`config.mk`:
```
export PLATFORM = sky130hd
export DESIGN_NAME = crg_ctrl_seq
export DESIGN_NICKNAME = d
export VERILOG_FILES = /design/src/rtl/crg_ctrl_seq.sv
export SDC_FILE = /design/constraint.sdc
export NUM_CORES = 1
export LEC_CHECK = 0
export CORE_AREA = 4 4 72 74
export DETAILED_ROUTE_END_ITERATION = 10
export DIE_AREA = 0 0 76 78
export PLACE_DENSITY = 0.66
export REMOVE_ABC_BUFFERS = 1
export SLEW_MARGIN = 20
export SYNTH_ARGS = -nofsm -noshare
export SYNTH_HDL_FRONTEND = slang
export SYNTH_SLANG_ARGS = --single-unit
```
`constraint.sdc`:
```
create_clock -name clk_src -period 4.6 [get_ports clk_src]
set_input_delay 0.69 -clock clk_src [delete_from_list [all_inputs] [get_ports clk_src]]
set_output_delay 0.69 -clock clk_src [all_outputs]
set_load 0.01 [all_outputs]
```
`src/rtl/crg_ctrl_seq.sv`:
```
// Clock/reset generator control sequencer: MMCM reset/lock bring-up, staggered
// BUFGCE enable ramp, glitch-safe clk1 BUFGMUX switching and lock-loss recovery.
module crg_ctrl_seq #(
    parameter int unsigned RST_HOLD_CYC    = 16,
    parameter int unsigned LOCK_TIMEOUT    = 1024,
    parameter int unsigned LOCK_STABLE_CYC = 64,
    parameter int unsigned ENA_GAP         = 4,
    parameter int unsigned SW_GAP          = 8,
    parameter int unsigned CNT_W           = 16
) (
    input  logic       clk_src,
    input  logic       rst_clk_src,
    input  logic       mmcm_locked,
    output logic       mmcm_reset,
    input  logic [3:0] en_req,
    input  logic       sw_req,
    input  logic       sw_sel,
    output logic       sw_ack,
    output logic [3:0] clk_en,
    output logic       clk1_sel,
    output logic       ready,
    output logic       timeout_err,
    output logic [7:0] lock_loss_cnt
);

    localparam int unsigned NUM_CLK = 4;
    localparam int unsigned LLC_W   = 8;

    localparam logic [CNT_W-1:0] RST_HOLD_LAST = CNT_W'(RST_HOLD_CYC - 1);
    localparam logic [CNT_W-1:0] LOCK_TO_LAST  = CNT_W'(LOCK_TIMEOUT - 1);
    localparam logic [CNT_W-1:0] STABLE_LAST   = CNT_W'(LOCK_STABLE_CYC - 1);
    localparam logic [CNT_W-1:0] SW_LAST       = CNT_W'(SW_GAP - 1);
    localparam logic [CNT_W-1:0] REL1_T        = CNT_W'(1 * ENA_GAP - 1);
    localparam logic [CNT_W-1:0] REL2_T        = CNT_W'(2 * ENA_GAP - 1);
    localparam logic [CNT_W-1:0] REL3_T        = CNT_W'((NUM_CLK - 1) * ENA_GAP - 1);
    localparam logic [LLC_W-1:0] LLC_MAX       = '1;

    typedef enum logic [2:0] {
        ST_RST_HOLD  = 3'd0,
        ST_WAIT_LOCK = 3'd1,
        ST_STABLE    = 3'd2,
        ST_RAMP      = 3'd3,
        ST_RUN       = 3'd4,
        ST_SW_OFF    = 3'd5,
        ST_SW_SEL    = 3'd6,
        ST_SW_ON     = 3'd7
    } state_e;

    state_e               r_state;
    logic [CNT_W-1:0]     r_timer;
    logic                 r_lock_meta;
    logic                 r_lock_s;
    logic                 r_mmcm_reset;
    logic [NUM_CLK-1:0]   r_clk_en;
    logic                 r_clk1_sel;
    logic                 r_sw_sel_lat;
    logic                 r_ready;
    logic                 r_sw_ack;
    logic                 r_timeout_err;
    logic [LLC_W-1:0]     r_lock_loss_cnt;

    state_e               w_state_nxt;
    logic [CNT_W-1:0]     w_timer_nxt;
    logic                 w_mmcm_reset_nxt;
    logic [NUM_CLK-1:0]   w_clk_en_nxt;
    logic                 w_clk1_sel_nxt;
    logic                 w_sw_sel_lat_nxt;
    logic                 w_ready_nxt;
    logic                 w_sw_ack_nxt;
    logic                 w_timeout_err_nxt;
    logic [LLC_W-1:0]     w_lock_loss_cnt_nxt;

    logic [NUM_CLK-1:0]   w_rel_mask;
    logic [NUM_CLK-1:0]   w_en_clk1_off;
    logic                 w_clocks_live;
    logic                 w_lock_lost;

    // Two-flop synchroniser for the asynchronous MMCM lock indication
    always_ff @(posedge clk_src) begin
        if (rst_clk_src) begin
            r_lock_meta <= 1'b0;
            r_lock_s    <= 1'b0;
        end else begin
            r_lock_meta <= mmcm_locked;
            r_lock_s    <= r_lock_meta;
        end
    end

    // Ramp release mask: bit i is live once i*ENA_GAP cycles have elapsed since RAMP entry
    always_comb begin
        w_rel_mask    = '0;
        w_rel_mask[0] = 1'b1;
        w_rel_mask[1] = (r_timer >= REL1_T);
        w_rel_mask[2] = (r_timer >= REL2_T);
        w_rel_mask[3] = (r_timer >= REL3_T);
    end

    assign w_en_clk1_off = en_req & 4'b1101;

    assign w_clocks_live = (r_state == ST_RAMP)   || (r_state == ST_RUN)    ||
                           (r_state == ST_SW_OFF) || (r_state == ST_SW_SEL) ||
                           (r_state == ST_SW_ON);

    assign w_lock_lost = w_clocks_live && !r_lock_s;

    // Next-state and next-output logic
    always_comb begin
        w_state_nxt         = r_state;
        w_timer_nxt         = r_timer + CNT_W'(1);
        w_mmcm_reset_nxt    = r_mmcm_reset;
        w_clk_en_nxt        = r_clk_en;
        w_clk1_sel_nxt      = r_clk1_sel;
        w_sw_sel_lat_nxt    = r_sw_sel_lat;
        w_ready_nxt         = r_ready;
        w_sw_ack_nxt        = 1'b0;
        w_timeout_err_nxt   = r_timeout_err;
        w_lock_loss_cnt_nxt = r_lock_loss_cnt;

        case (r_state)
            ST_RST_HOLD: begin
                w_mmcm_reset_nxt = 1'b1;
                w_clk_en_nxt     = '0;
                if (r_timer == RST_HOLD_LAST) begin
                    w_state_nxt      = ST_WAIT_LOCK;
                    w_timer_nxt      = '0;
                    w_mmcm_reset_nxt = 1'b0;
                end
            end

            ST_WAIT_LOCK: begin
                if (r_lock_s) begin
                    w_state_nxt = ST_STABLE;
                    w_timer_nxt = '0;
                end else if (r_timer == LOCK_TO_LAST) begin
                    w_state_nxt       = ST_RST_HOLD;
                    w_timer_nxt       = '0;
                    w_mmcm_reset_nxt  = 1'b1;
                    w_timeout_err_nxt = 1'b1;
                end
            end

            ST_STABLE: begin
                if (!r_lock_s) begin
                    w_state_nxt = ST_WAIT_LOCK;
                    w_timer_nxt = '0;
                end else if (r_timer == STABLE_LAST) begin
                    w_state_nxt     = ST_RAMP;
                    w_timer_nxt     = '0;
                    w_clk_en_nxt    = '0;
                    w_clk_en_nxt[0] = en_req[0];
                end
            end

            ST_RAMP: begin
                w_clk_en_nxt = en_req & w_rel_mask;
                if (r_timer == REL3_T) begin
                    w_state_nxt = ST_RUN;
                    w_timer_nxt = '0;
                    w_ready_nxt = 1'b1;
                end
            end

            ST_RUN: begin
                w_clk_en_nxt = en_req;
                w_timer_nxt  = '0;
                if (sw_req) begin
                    if (sw_sel == r_clk1_sel) begin
                        w_sw_ack_nxt = 1'b1;
                    end else begin
                        w_state_nxt      = ST_SW_OFF;
                        w_sw_sel_lat_nxt = sw_sel;
                        w_ready_nxt      = 1'b0;
                        w_clk_en_nxt     = w_en_clk1_off;
                    end
                end
            end

            // clk1 gated off while the mux drains, then the select moves
            ST_SW_OFF: begin
                w_clk_en_nxt = w_en_clk1_off;
                if (r_timer == SW_LAST) begin
                    w_state_nxt    = ST_SW_SEL;
                    w_timer_nxt    = '0;
                    w_clk1_sel_nxt = r_sw_sel_lat;
                end
            end

            ST_SW_SEL: begin
                w_clk_en_nxt = w_en_clk1_off;
                if (r_timer == SW_LAST) begin
                    w_state_nxt  = ST_SW_ON;
                    w_timer_nxt  = '0;
                    w_clk_en_nxt = en_req;
                    w_sw_ack_nxt = 1'b1;
                end
            end

            ST_SW_ON: begin
                w_clk_en_nxt = en_req;
                w_state_nxt  = ST_RUN;
                w_timer_nxt  = '0;
                w_ready_nxt  = 1'b1;
            end

            default: begin
                w_state_nxt = ST_RST_HOLD;
                w_timer_nxt = '0;
            end
        endcase

        // Lock loss overrides everything except the clk1 select
        if (w_lock_lost) begin
            w_state_nxt      = ST_RST_HOLD;
            w_timer_nxt      = '0;
            w_mmcm_reset_nxt = 1'b1;
            w_clk_en_nxt     = '0;
            w_ready_nxt      = 1'b0;
            w_sw_ack_nxt     = 1'b0;
            if (r_lock_loss_cnt != LLC_MAX) begin
                w_lock_loss_cnt_nxt = r_lock_loss_cnt + LLC_W'(1);
            end
        end
    end

    // State and output registers
    always_ff @(posedge clk_src) begin
        if (rst_clk_src) begin
            r_state         <= ST_RST_HOLD;
            r_timer         <= '0;
            r_mmcm_reset    <= 1'b1;
            r_clk_en        <= '0;
            r_clk1_sel      <= 1'b0;
            r_sw_sel_lat    <= 1'b0;
            r_ready         <= 1'b0;
            r_sw_ack        <= 1'b0;
            r_timeout_err   <= 1'b0;
            r_lock_loss_cnt <= '0;
        end else begin
            r_state         <= w_state_nxt;
            r_timer         <= w_timer_nxt;
            r_mmcm_reset    <= w_mmcm_reset_nxt;
            r_clk_en        <= w_clk_en_nxt;
            r_clk1_sel      <= w_clk1_sel_nxt;
            r_sw_sel_lat    <= w_sw_sel_lat_nxt;
            r_ready         <= w_ready_nxt;
            r_sw_ack        <= w_sw_ack_nxt;
            r_timeout_err   <= w_timeout_err_nxt;
            r_lock_loss_cnt <= w_lock_loss_cnt_nxt;
        end
    end

    assign mmcm_reset    = r_mmcm_reset;
    assign clk_en        = r_clk_en;
    assign clk1_sel      = r_clk1_sel;
    assign ready         = r_ready;
    assign sw_ack        = r_sw_ack;
    assign timeout_err   = r_timeout_err;
    assign lock_loss_cnt = r_lock_loss_cnt;

endmodule

```
==> results of run 1 <==
## layer usage
layer	track usage	wire length, um	share of wire
met2	0.2055	1694	0.44
met4	0.04982	59	0.015
met5	0	0	0
met3	0.03596	222	0.058
met1	0.1756	1875	0.49
## per-stage QoR
step | std cells | setup slack (ns)
after floorplan | 219 | 2.457
after detailed placement | 298 | 1.953
final | 306 | 2.119
after global routing | 306 | 1.884
after CTS | 306 | 2.081
after global placement | 298 | 1.897
## cells in the final DEF, fill, tap and decap left out, types with 7 or more instances in the layout
cell type,count
nor2_1,41
o21ai_0,8
nand4_1,7
xnor2_1,9
xor2_1,14
dfxtp_1,39
nand2_1,15
inv_1,8
clkdlybuf4s50_1,25
a21oi_1,14
## critical path: cells and delay by family, from the launching register on
family | cells | cell delay (ns)
and+or+nand+nor | 3 | 0.70
AOI/OAI and AO/OA | 2 | 1.00
DFF | 1 | 0.37
adders and majority gates | 1 | 0.28
## cells by family (layout without fill, tap and decap cells)
kind of cell	Yosys count	count (layout)
simple gates	105	105
compound gates	39	39
flops	39	39
xor+xnor	23	23
buf+inv	19	41
mux	3	3
fa+ha+maj	2	2
## sequential cells by signal, indices dropped and copies added, names as in the netlist
signal         count
sw_ack             1
r_timer           16
ready              1
r_state            3
r_lock_s           1
r_lock_meta        1
clk1_sel           1
clk_en             4
timeout_err        1
r_sw_sel_lat       1
lock_loss_cnt      8
mmcm_reset         1
## final cells by class
class,count,share of cell area
well taps,54,0.02857
multi-input cells,172,0.4730
inverters,8,0.01270
clock inverters,2,0.01481
flip-flops and latches,39,0.3302
clock buffers,6,0.03492
repair buffers,25,0.1058
## path summary, 6_finish.rpt
path | from | to | slack [ns]
worst max-delay path | r_timer[0] | r_state[1] | 2.12
worst min-delay path | r_lock_meta | r_lock_s | 0.45
worst max register to register | r_timer[0] | r_state[1] | 2.12
worst min register to register | r_lock_meta | r_lock_s | 0.45
## report_power, final
group          internal (W)  switching, W  leakage (nW)
clock              0.000175      0.000118        0.0612
sequential         0.000354     0.0000289         0.315
combinational     0.0000457     0.0000654         0.471
total              0.000575      0.000212         0.848
==> results by group, run 1 <==
Synthesis
  • Complex-gate fraction of the synthesized area: 0.1385
  • Post-synthesis simple-gate area fraction: 0.2932
  • #FFs+latches synth: 39
  • Synthesized instance count: 230
  • Synth warn: 0
  • Largest cells by area after synthesis: dfxtp_1, nor2_1, xor2_1
  • List of most frequent post-synthesis cells: nor2_1, dfxtp_1, nand2_1
  • Area leader, netlist: dfxtp_1
  • Synth top area share: 0.3910
  • Syn Area/Cell: slightly below 9 um2
  • Register area share after synthesis: 0.3910
  • Largest family of logic cells by synthesized area: simple AND/OR/NAND/NOR gates
  • Multiplexer area fraction after synthesis: 0.01504
  • Top-count cell post-synth: nor2_1
  • Ys flop type: dfxtp_1
  • Adder-cell share of the synthesized area: 0.01253
  • Post-synth EDFFs: 0
  • Post-synth ARST share: 0
  • Mapped cell area: 1997 um2
  • Synth unique cells: 48
  • Xor-xnor portion of the synthesized cell area: 0.1009

Critical path
  • Critical path, cell by cell: ha_1 -> and3_1 -> and4_2 -> nor4b_4 -> o41ai_4 -> o21ai_0
  • Crit path largest cell delay: around 0.86 ns
  • CP Class: reg2reg
  • WP data required: 4.75 ns
  • Critical Path Sink Type: flop
  • Startpoint types: flop
  • Worst reg-to-reg path cell count: 6
  • Peak fanout along the critical path: 17
  • Critical path data arrival time: ~2.6 ns
  • CP max stage cell: o41ai_4

Cells and area
  • # fillers: around 440
  • ANT cells: 0
  • Layout net count: around 260
  • Core Util, Final: 0.5143
  • FF+latch area: roughly 780 um2
  • Area of the multi-input gates: roughly 1100 um2
  • Design Area, Final: between 2000 and 2500 um2
  • Layout overhead on the synthesized area: 18.42%
  • Share of layout cells above drive strength 1: 0.09127

Timing
  • Max Clk Rate: approximately 0.4 GHz
  • Hold_ws: around 0.45 ns
  • Max-slew violation count: 0
  • Final hold viol count: 0
  • Worst-margin pin slew: a little under 0.9 ns
  • Min Tclk post-route: ~2.5 ns
  • Crit share post-route: 0.5394
  • Final Skew: around 0.005 ns
  • Final setup violation count: 0
  • Setup TNS: 0 ns
  • RSZ-0062 raised after global routing: no
  • Max_slew headroom: 0.4039

Clock network
  • CTS sink count: 39
  • CTS tree: yes
  • # Post-CTS Setup Buffers: 0
  • Clock Tree Buf Depth: 2
  • Reg clk slew, reported paths: 0.07 ns
  • Hold Buf Count CTS: 0
  • Post_cts resized: 0
  • Worst skew pair latency: between 0.2 and 0.3 ns
  • Root buffer cell: clkbuf_8
  • H-Tree Depth: 2
  • CTS Buf Count: 5

Place
  • DP Area: approximately 2200 um2
  • Detailed placement HPWL: roughly 2800 um
  • PortBufs: 25
  • Routability cong.: a little under 0.8

Route
  • Antenna viol nets, final: 0
  • Initial drt markers: 122
  • Drt total wl: about 3900 um
  • # DRC: 0
  • Detailed-route via count: 1,605
  • Vias per Instance: 5.245
  • TritonRoute pass-1 iters: 4
  • Wirelength per Cell: roughly 13 um

Power
  • Pleak: 0.8478 nW
  • Final Total Pwr: between 0.0007 and 0.0008 W
  • Power Density: roughly 330 nW/um2
  • Max IR drop VDD: 0.1578 mV

Die
  • Die X: between 70 and 80 um
  • Die Y-Extent: just under 80 um
  • DIE AREA: around 6000 um2
  • Total core area: between 4000 and 5000 um2
  • Num rows: 25
  • Initial Util: 0.4343
  • # IOs: 26

Job
  • Total of max-cap violations: 0

Run status
  • Outcome: finished, final reports clean

Worst hold path
  • Hold depth: 1
  • Worst hold path class: reg2reg

GRT
  • First-pass GRT wire length: ~6500 um
  • Vias in the first global route: 1,506
  • Total GRT Usage: 0.1328
  • Largest net degree at the start of global routing: 21
  • Initial antenna violation count: 0
  • Grt total ovfl: 0
Note: power is estimated with default switching activity, not from simulation.
==> run 2, diff against run 1 <==
- clock period: 4.6 -> 2.55 ns (I/O delays scaled with it)
==> run 2 against run 1 <==
Compared with the run above:
- critical endpoint is now r_timer[6]
- die area is the same
- critical path type unchanged
- largest power group unchanged
- critical path depth grew 1
- via count grew 3.3%
- power grew 73%
- fmax grew 14%
- wire length grew 6.4%
==> results by group, run 2 (synthesized netlist as in run 1, its figures left out) <==
Critical path
  • Critical Path Sink Type: flop
  • Startpoint types: flop
  • Worst reg-to-reg path cell count: 7 (+1)
  • Buf/Inv on CP: 1 (+1)
  • Critical path data arrival time: 2.36 ns (-0.27 ns)
  • CP top delay family: simple AND/OR/NAND/NOR gates
  • Worst reg-to-reg setup slack: 0.37 ns (-1.75 ns)
  • CP Class: reg2reg
  • Critical path endpoint: r_timer[6]
  • Critical path, cell by cell: ha_1 -> and3_1 -> and4_2 -> nor4b_4 -> o41ai_4 -> buf_4 -> nor2_1
  • Stages on the worst setup path: 7 (+1)
  • CP max stage cell: dfxtp_1
  • R2R Path Start: r_timer[0]
  • WP data required: 2.73 ns (-2.02 ns)
  • Peak fanout along the critical path: 16 (-1)
  • Crit path largest cell delay: 0.37 ns (-0.49 ns)
  • Critical Path Source: r_timer[0]
  • Reg-to-reg endpoint: r_timer[6]

Timing
  • Final hold viol count: 0 (unchanged)
  • Final setup violation count: 0 (unchanged)
  • Max_slew headroom: 0.6214 (+0.2176)
  • Final Worst Setup Slack: 0.3700 ns (-1.749 ns)
  • RSZ-0062 raised after global routing: no
  • Hold_ws: 0.4527 ns (+0.006780 ns)
  • Min Tclk post-route: 2.180 ns (-0.3013 ns)
  • Max Clk Rate: 0.4587 GHz (+14%)
  • Setup TNS: 0 ns (unchanged)
  • Final Skew: 0.003507 ns (-0.001468 ns)
  • Crit share post-route: 0.8549 (+0.3155)
  • Max-slew violation count: 0 (unchanged)
  • Worst-margin pin slew: 0.5602 ns (-0.3310 ns)

Power
  • Clock power share: 0.337 (-0.035)
  • Sw Ratio: 0.2836 (+0.01435)
  • Power Density: 569.7 nW/um2 (+71%)
  • Sw power: 0.0003859 W (+82%)
  • Combinational share of power: 0.154 (+0.013)
  • Pint: 0.0009749 W (+69%)
  • Pleak: 0.8630 nW (+1.8%)
  • Reg power frac: 0.509 (+0.022)
  • Max IR drop VDD: 0.3165 mV (+100%)

Run status
  • Outcome: finished, final reports clean

GRT
  • First-pass GRT wire length: 7438 um (+14%)
  • Vias in the first global route: 1,648 (+9.4%)
  • Grt total ovfl: 0 (unchanged)
  • Total GRT Usage: 0.1495 (+0.01667)
  • Largest net degree at the start of global routing: 17 (-19%)
  • Initial antenna violation count: 0 (unchanged)

Cells and area
  • Share of layout cells above drive strength 1: 0.1089 (+0.01768)
  • Max reg flops: 16 (unchanged)
  • Most frequent cells in the layout: nor2_1, dfxtp_1, clkdlybuf4s50_1
  • Layout overhead on the synthesized area: 19.61%
  • Core Util, Final: 0.5195 (+0.005170)
  • Most common cell after layout, fill and taps aside: nor2_1
  • ANT cells: 0 (unchanged)
  • Most flop-heavy register: r_timer
  • Design Area, Final: 2389 um2 (+1.0%)
  • Layout net count: 267 (+1.9%)

Die
  • Num rows: 25 (unchanged)
  • DIE AREA: 5928 um2 (unchanged)
  • Total core area: 4598 um2 (unchanged)
  • # IOs: 26 (unchanged)
  • Initial Util: 0.4343 (unchanged)
  • Die Y-Extent: 78 um (unchanged)
  • Die X: 76 um (unchanged)

Worst hold path
  • Hold depth: 1 (unchanged)
  • Worst hold path class: reg2reg
  • Hold_sp: r_lock_meta

Clock network
  • CTS sink count: 39 (unchanged)
  • Reg clk slew, reported paths: 0.07 ns (about the same)
  • Hold Buf Count CTS: 0 (unchanged)
  • Post_cts resized: 0 (unchanged)
  • # Post-CTS Setup Buffers: 0 (unchanged)
  • H-Tree Depth: 2 (unchanged)
  • CTS tree: yes
  • Clock Tree Buf Depth: 2 (unchanged)
  • CTS Buf Count: 5 (unchanged)
  • Root buffer cell: clkbuf_8
  • Worst skew pair latency: 0.29 ns (about the same)

Route
  • Wirelength per Cell: 13.17 um (+4.7%)
  • Drt total wl: 4097 um (+6.4%)
  • Antenna viol nets, final: 0 (unchanged)
  • Detailed-route via count: 1,658 (+3.3%)
  • Initial drt markers: 152 (+25%)
  • # DRC: 0 (unchanged)
  • Vias per Instance: 5.331 (+1.6%)
  • TritonRoute pass-1 iters: 4 (unchanged)

Place
  • Routability cong.: 0.8128 (+3.0%)
  • DP Area: 2285 um2 (+1.7%)
  • Pre-CTS WS: 0.3791 ns (-1.574 ns)
  • PortBufs: 25 (unchanged)
  • Detailed placement HPWL: 3023 um (+9.8%)

Job
  • Total of max-cap violations: 0 (unchanged)
==> run 2: changes by cell type in the layout (fill, tap and decap cells not counted), sizes merged <==
cell      change
buf           +5
clkbuf        +1
clkinvlp      +1
clkinv        -1
bufinv        -1
==> run 2: metrics by stage <==
step | total power, W | cells
floorplan | 0.0008435 | 219
global placement | 0.0009153 | 303
detailed placement | 0.0009169 | 303
CTS | 0.001380 | 311
global route | 0.001439 | 311
finish | 0.001361 | 311
==> run 2: worst register-to-register path, delay by kind of cell (launching register included) <==
family                   cells  cell delay [ns]
AND/OR/NAND/NOR              4             0.83
flip-flops                   1             0.37
AO/OA/AOI/OAI                1             0.32
adder cells (fa/ha/maj)      1             0.30
buffers and inverters        1             0.26
==> run 2: final cells by class <==
cell class / count / area [um2]
clock buffer: 7 / 96.34
fill: 423 / 2210
sequential: 39 / 780.7
inverter: 8 / 30.03
multi-input combinational: 172 / 1119
tap: 54 / 67.56
clock inverter: 1 / 7.507
timing repair buffer: 30 / 287.8
==> run 2: worst min path at each step <==
stage | slack [ns] | endpoint
6_report | 0.45 | r_lock_s
3_3_place_gp | 0.42 | r_lock_s
2_1_floorplan | 0.41 | r_lock_s
3_5_place_dp | 0.43 | r_lock_s
5_1_grt | 0.46 | r_lock_s
4_1_cts | 0.45 | r_lock_s
==> run 2: power groups by stage <==
| stage | sequential [W] | combinational (W) | clock [W] |
|---|---|---|---|
| 2_1_floorplan | 0.000692 | 0.000151 | 0 |
| 3_3_place_gp | 0.000706 | 0.000209 | 0 |
| 3_5_place_dp | 0.000707 | 0.000210 | 0 |
| 4_1_cts | 0.000692 | 0.000211 | 0.000477 |
| 5_1_grt | 0.000702 | 0.000238 | 0.000499 |
| 6_report | 0.000693 | 0.000209 | 0.000459 |
==> run 2: routing by layer <==
layer / global-route usage / vias up / share of wire
li1: - / 855 / -
met1: 0.2021 / 762 / 0.49
met2: 0.2243 / 33 / 0.45
met3: 0.03944 / 8 / 0.041
met4: 0.06050 / 0 / 0.018
met5: 0 / - / 0
==> run 3, diff against run 2 <==
- PLACE_DENSITY: 0.66 -> 0.68
==> run 3 against run 2 <==
Compared with the run above:
- core utilization shrank 0.19 points
- sequential share of layout area grew 0.12 points
- count of clock-buffer cells in the layout shrank 1
- wire length grew 0.46%
- clock skew grew 0.0072 ns
- design area shrank 0.37%
- combinational power is essentially flat
- flip-flop and latch count is the same
- worst hold slack lost 0.0052 ns
- cell count is the same
- critical path type unchanged
- largest cell class unchanged
- highest routed layer unchanged
==> results by group, run 3 (synthesized netlist as in run 1, its figures left out) <==
Run status
  • Outcome: finished, final reports clean

GRT
  • Busiest metal layer after global routing: met2
  • Vias in the first global route: 1,584 (-3.9%)
  • First-pass GRT wire length: 7251 um (-2.5%)
  • M2 GR Usage: 0.2209 (-0.003425)
  • Total GRT Usage: 0.1480 (-0.001497)
  • Largest net degree at the start of global routing: 17 (unchanged)
  • Met3 Track Usage GR: 0.04756 (+0.008121)
  • Met1 Use GR: 0.1927 (-0.009390)
  • Initial antenna violation count: 0 (unchanged)
  • Grt total ovfl: 0 (unchanged)

Clock network
  • CTS sink count: 39 (unchanged)
  • CTS Buf Count: 5 (unchanged)
  • Root buffer cell: clkbuf_8
  • Worst skew pair latency: 0.30 ns (about the same)
  • Reg clk slew, reported paths: 0.06 ns (about the same)
  • Hold Buf Count CTS: 0 (unchanged)
  • Post_cts resized: 0 (unchanged)
  • # Post-CTS Setup Buffers: 0 (unchanged)
  • Clock Tree Buf Depth: 2 (unchanged)
  • CTS tree: yes
  • H-Tree Depth: 2 (unchanged)

Timing
  • Hold_ws: 0.4475 ns (-0.005155 ns)
  • Worst-margin pin slew: 0.6182 ns (+0.05802 ns)
  • Final Skew: 0.01067 ns (+0.007158 ns)
  • Min Tclk post-route: 2.182 ns (+0.001865 ns)
  • Max-slew violation count: 0 (unchanged)
  • Max Clk Rate: 0.4583 GHz (about the same)
  • Crit share post-route: 0.8556 (about the same)
  • Max_slew headroom: 0.5822 (-0.03921)
  • RSZ-0062 raised after global routing: no
  • Final Worst Setup Slack: 0.3681 ns (-0.001865 ns)
  • Setup TNS: 0 ns (unchanged)
  • Final hold viol count: 0 (unchanged)
  • Final setup violation count: 0 (unchanged)

Cells and area
  • Most frequent cells in the layout: nor2_1, dfxtp_1, clkdlybuf4s50_1
  • Area of the multi-input gates: 1119 um2 (unchanged)
  • Max reg flops: 16 (unchanged)
  • # fillers: 433 (+2.4%)
  • Layout overhead on the synthesized area: 19.17%
  • ANT cells: 0 (unchanged)
  • Most flop-heavy register: r_timer
  • Share of layout cells above drive strength 1: 0.1089 (unchanged)
  • Final cell count without fillers: 311 (unchanged)
  • Most common cell after layout, fill and taps aside: nor2_1
  • Layout net count: 268 (+0.37%)
  • FF+latch area: 780.7 um2 (unchanged)

Place
  • Pre-CTS WS: 0.3685 ns (-0.01066 ns)
  • PortBufs: 25 (unchanged)
  • Placed cells: 304 (+0.33%)
  • Detailed placement HPWL: 2980 um (-1.4%)
  • Routability cong.: 0.7834 (-3.6%)

Route
  • Initial drt markers: 127 (-16%)
  • Detailed-route via count: 1,646 (-0.72%)
  • Drt total wl: 4116 um (+0.46%)
  • TritonRoute pass-1 iters: 6 (+2)
  • Vias per Instance: 5.293 (-0.72%)
  • Antenna viol nets, final: 0 (unchanged)
  • # DRC: 0 (unchanged)
  • Wirelength per Cell: 13.23 um (+0.46%)

Critical path
  • Critical path, cell by cell: ha_1 -> and3_1 -> and4_2 -> nor4b_4 -> o41ai_4 -> buf_4 -> nor2_1
  • Worst reg-to-reg setup slack: 0.37 ns (about the same)
  • CP Class: reg2reg
  • CP max stage cell: dfxtp_1
  • Peak fanout along the critical path: 16 (unchanged)
  • Critical Path Sink Type: flop
  • WP data required: 2.73 ns (about the same)
  • Crit path largest cell delay: 0.37 ns (about the same)
  • Startpoint types: flop
  • Critical path data arrival time: 2.36 ns (about the same)

Die
  • Initial Util: 0.4343 (unchanged)
  • Total core area: 4598 um2 (unchanged)
  • Num rows: 25 (unchanged)
  • DIE AREA: 5928 um2 (unchanged)
  • Die Y-Extent: 78 um (unchanged)
  • # IOs: 26 (unchanged)
  • Die X: 76 um (unchanged)

Power
  • Max IR drop VDD: 0.2222 mV (-30%)
  • Power Density: 557.8 nW/um2 (-2.1%)
  • Pleak: 0.8644 nW (+0.16%)
  • Final Total Pwr: 0.001328 W (-2.4%)

Worst hold path
  • Worst hold path class: reg2reg

Job
  • Total of max-cap violations: 0 (unchanged)
[run 3: path summary, 6_finish.rpt]
kind	start	end	depth (start not counted)
min reg2reg	r_lock_meta	r_lock_s	1
max	r_timer[0]	r_timer[14]	7
max reg2reg	r_timer[0]	r_timer[14]	7
min	r_lock_meta	r_lock_s	1
[run 3: layout make-up]
class / count / share of cell area
multi-input cells: 172 / 0.4700
clock inverters: 1 / 0.002103
well taps: 54 / 0.02839
repair buffers: 31 / 0.1241
clock buffers: 6 / 0.03470
flip-flops and latches: 39 / 0.3281
inverters: 8 / 0.01262
[run 3: report_power, final]
group	switching, W	internal (W)	leakage (nW)
clock network	0.000210	0.000212	0.0470
logic	0.000120	0.0000910	0.502
registers	0.0000543	0.000639	0.315
[run 3: critical path, delay by kind of cell (launching register included)]
family | cells | cell delay (ns)
adder cells (fa/ha/maj) | 1 | 0.31
flip-flops | 1 | 0.37
buffers and inverters | 1 | 0.27
AND/OR/NAND/NOR | 4 | 0.78
AO/OA/AOI/OAI | 1 | 0.33
[run 3: metal layers]
layer  wire (um)  vias to the layer above
met5           0                        -
met1        2033                      746
met2        1779                       31
met4          89                        0
li1            -                      859
met3         213                       10
[run 3: per-stage QoR]
step | cell area (um2) | util
after floorplan | 1929 | -
after global placement | 2292 | 0.4985
after detailed placement | 2292 | 0.4985
after CTS | 2380 | 0.5176
after global routing | 2380 | 0.5176
final | 2380 | 0.5176
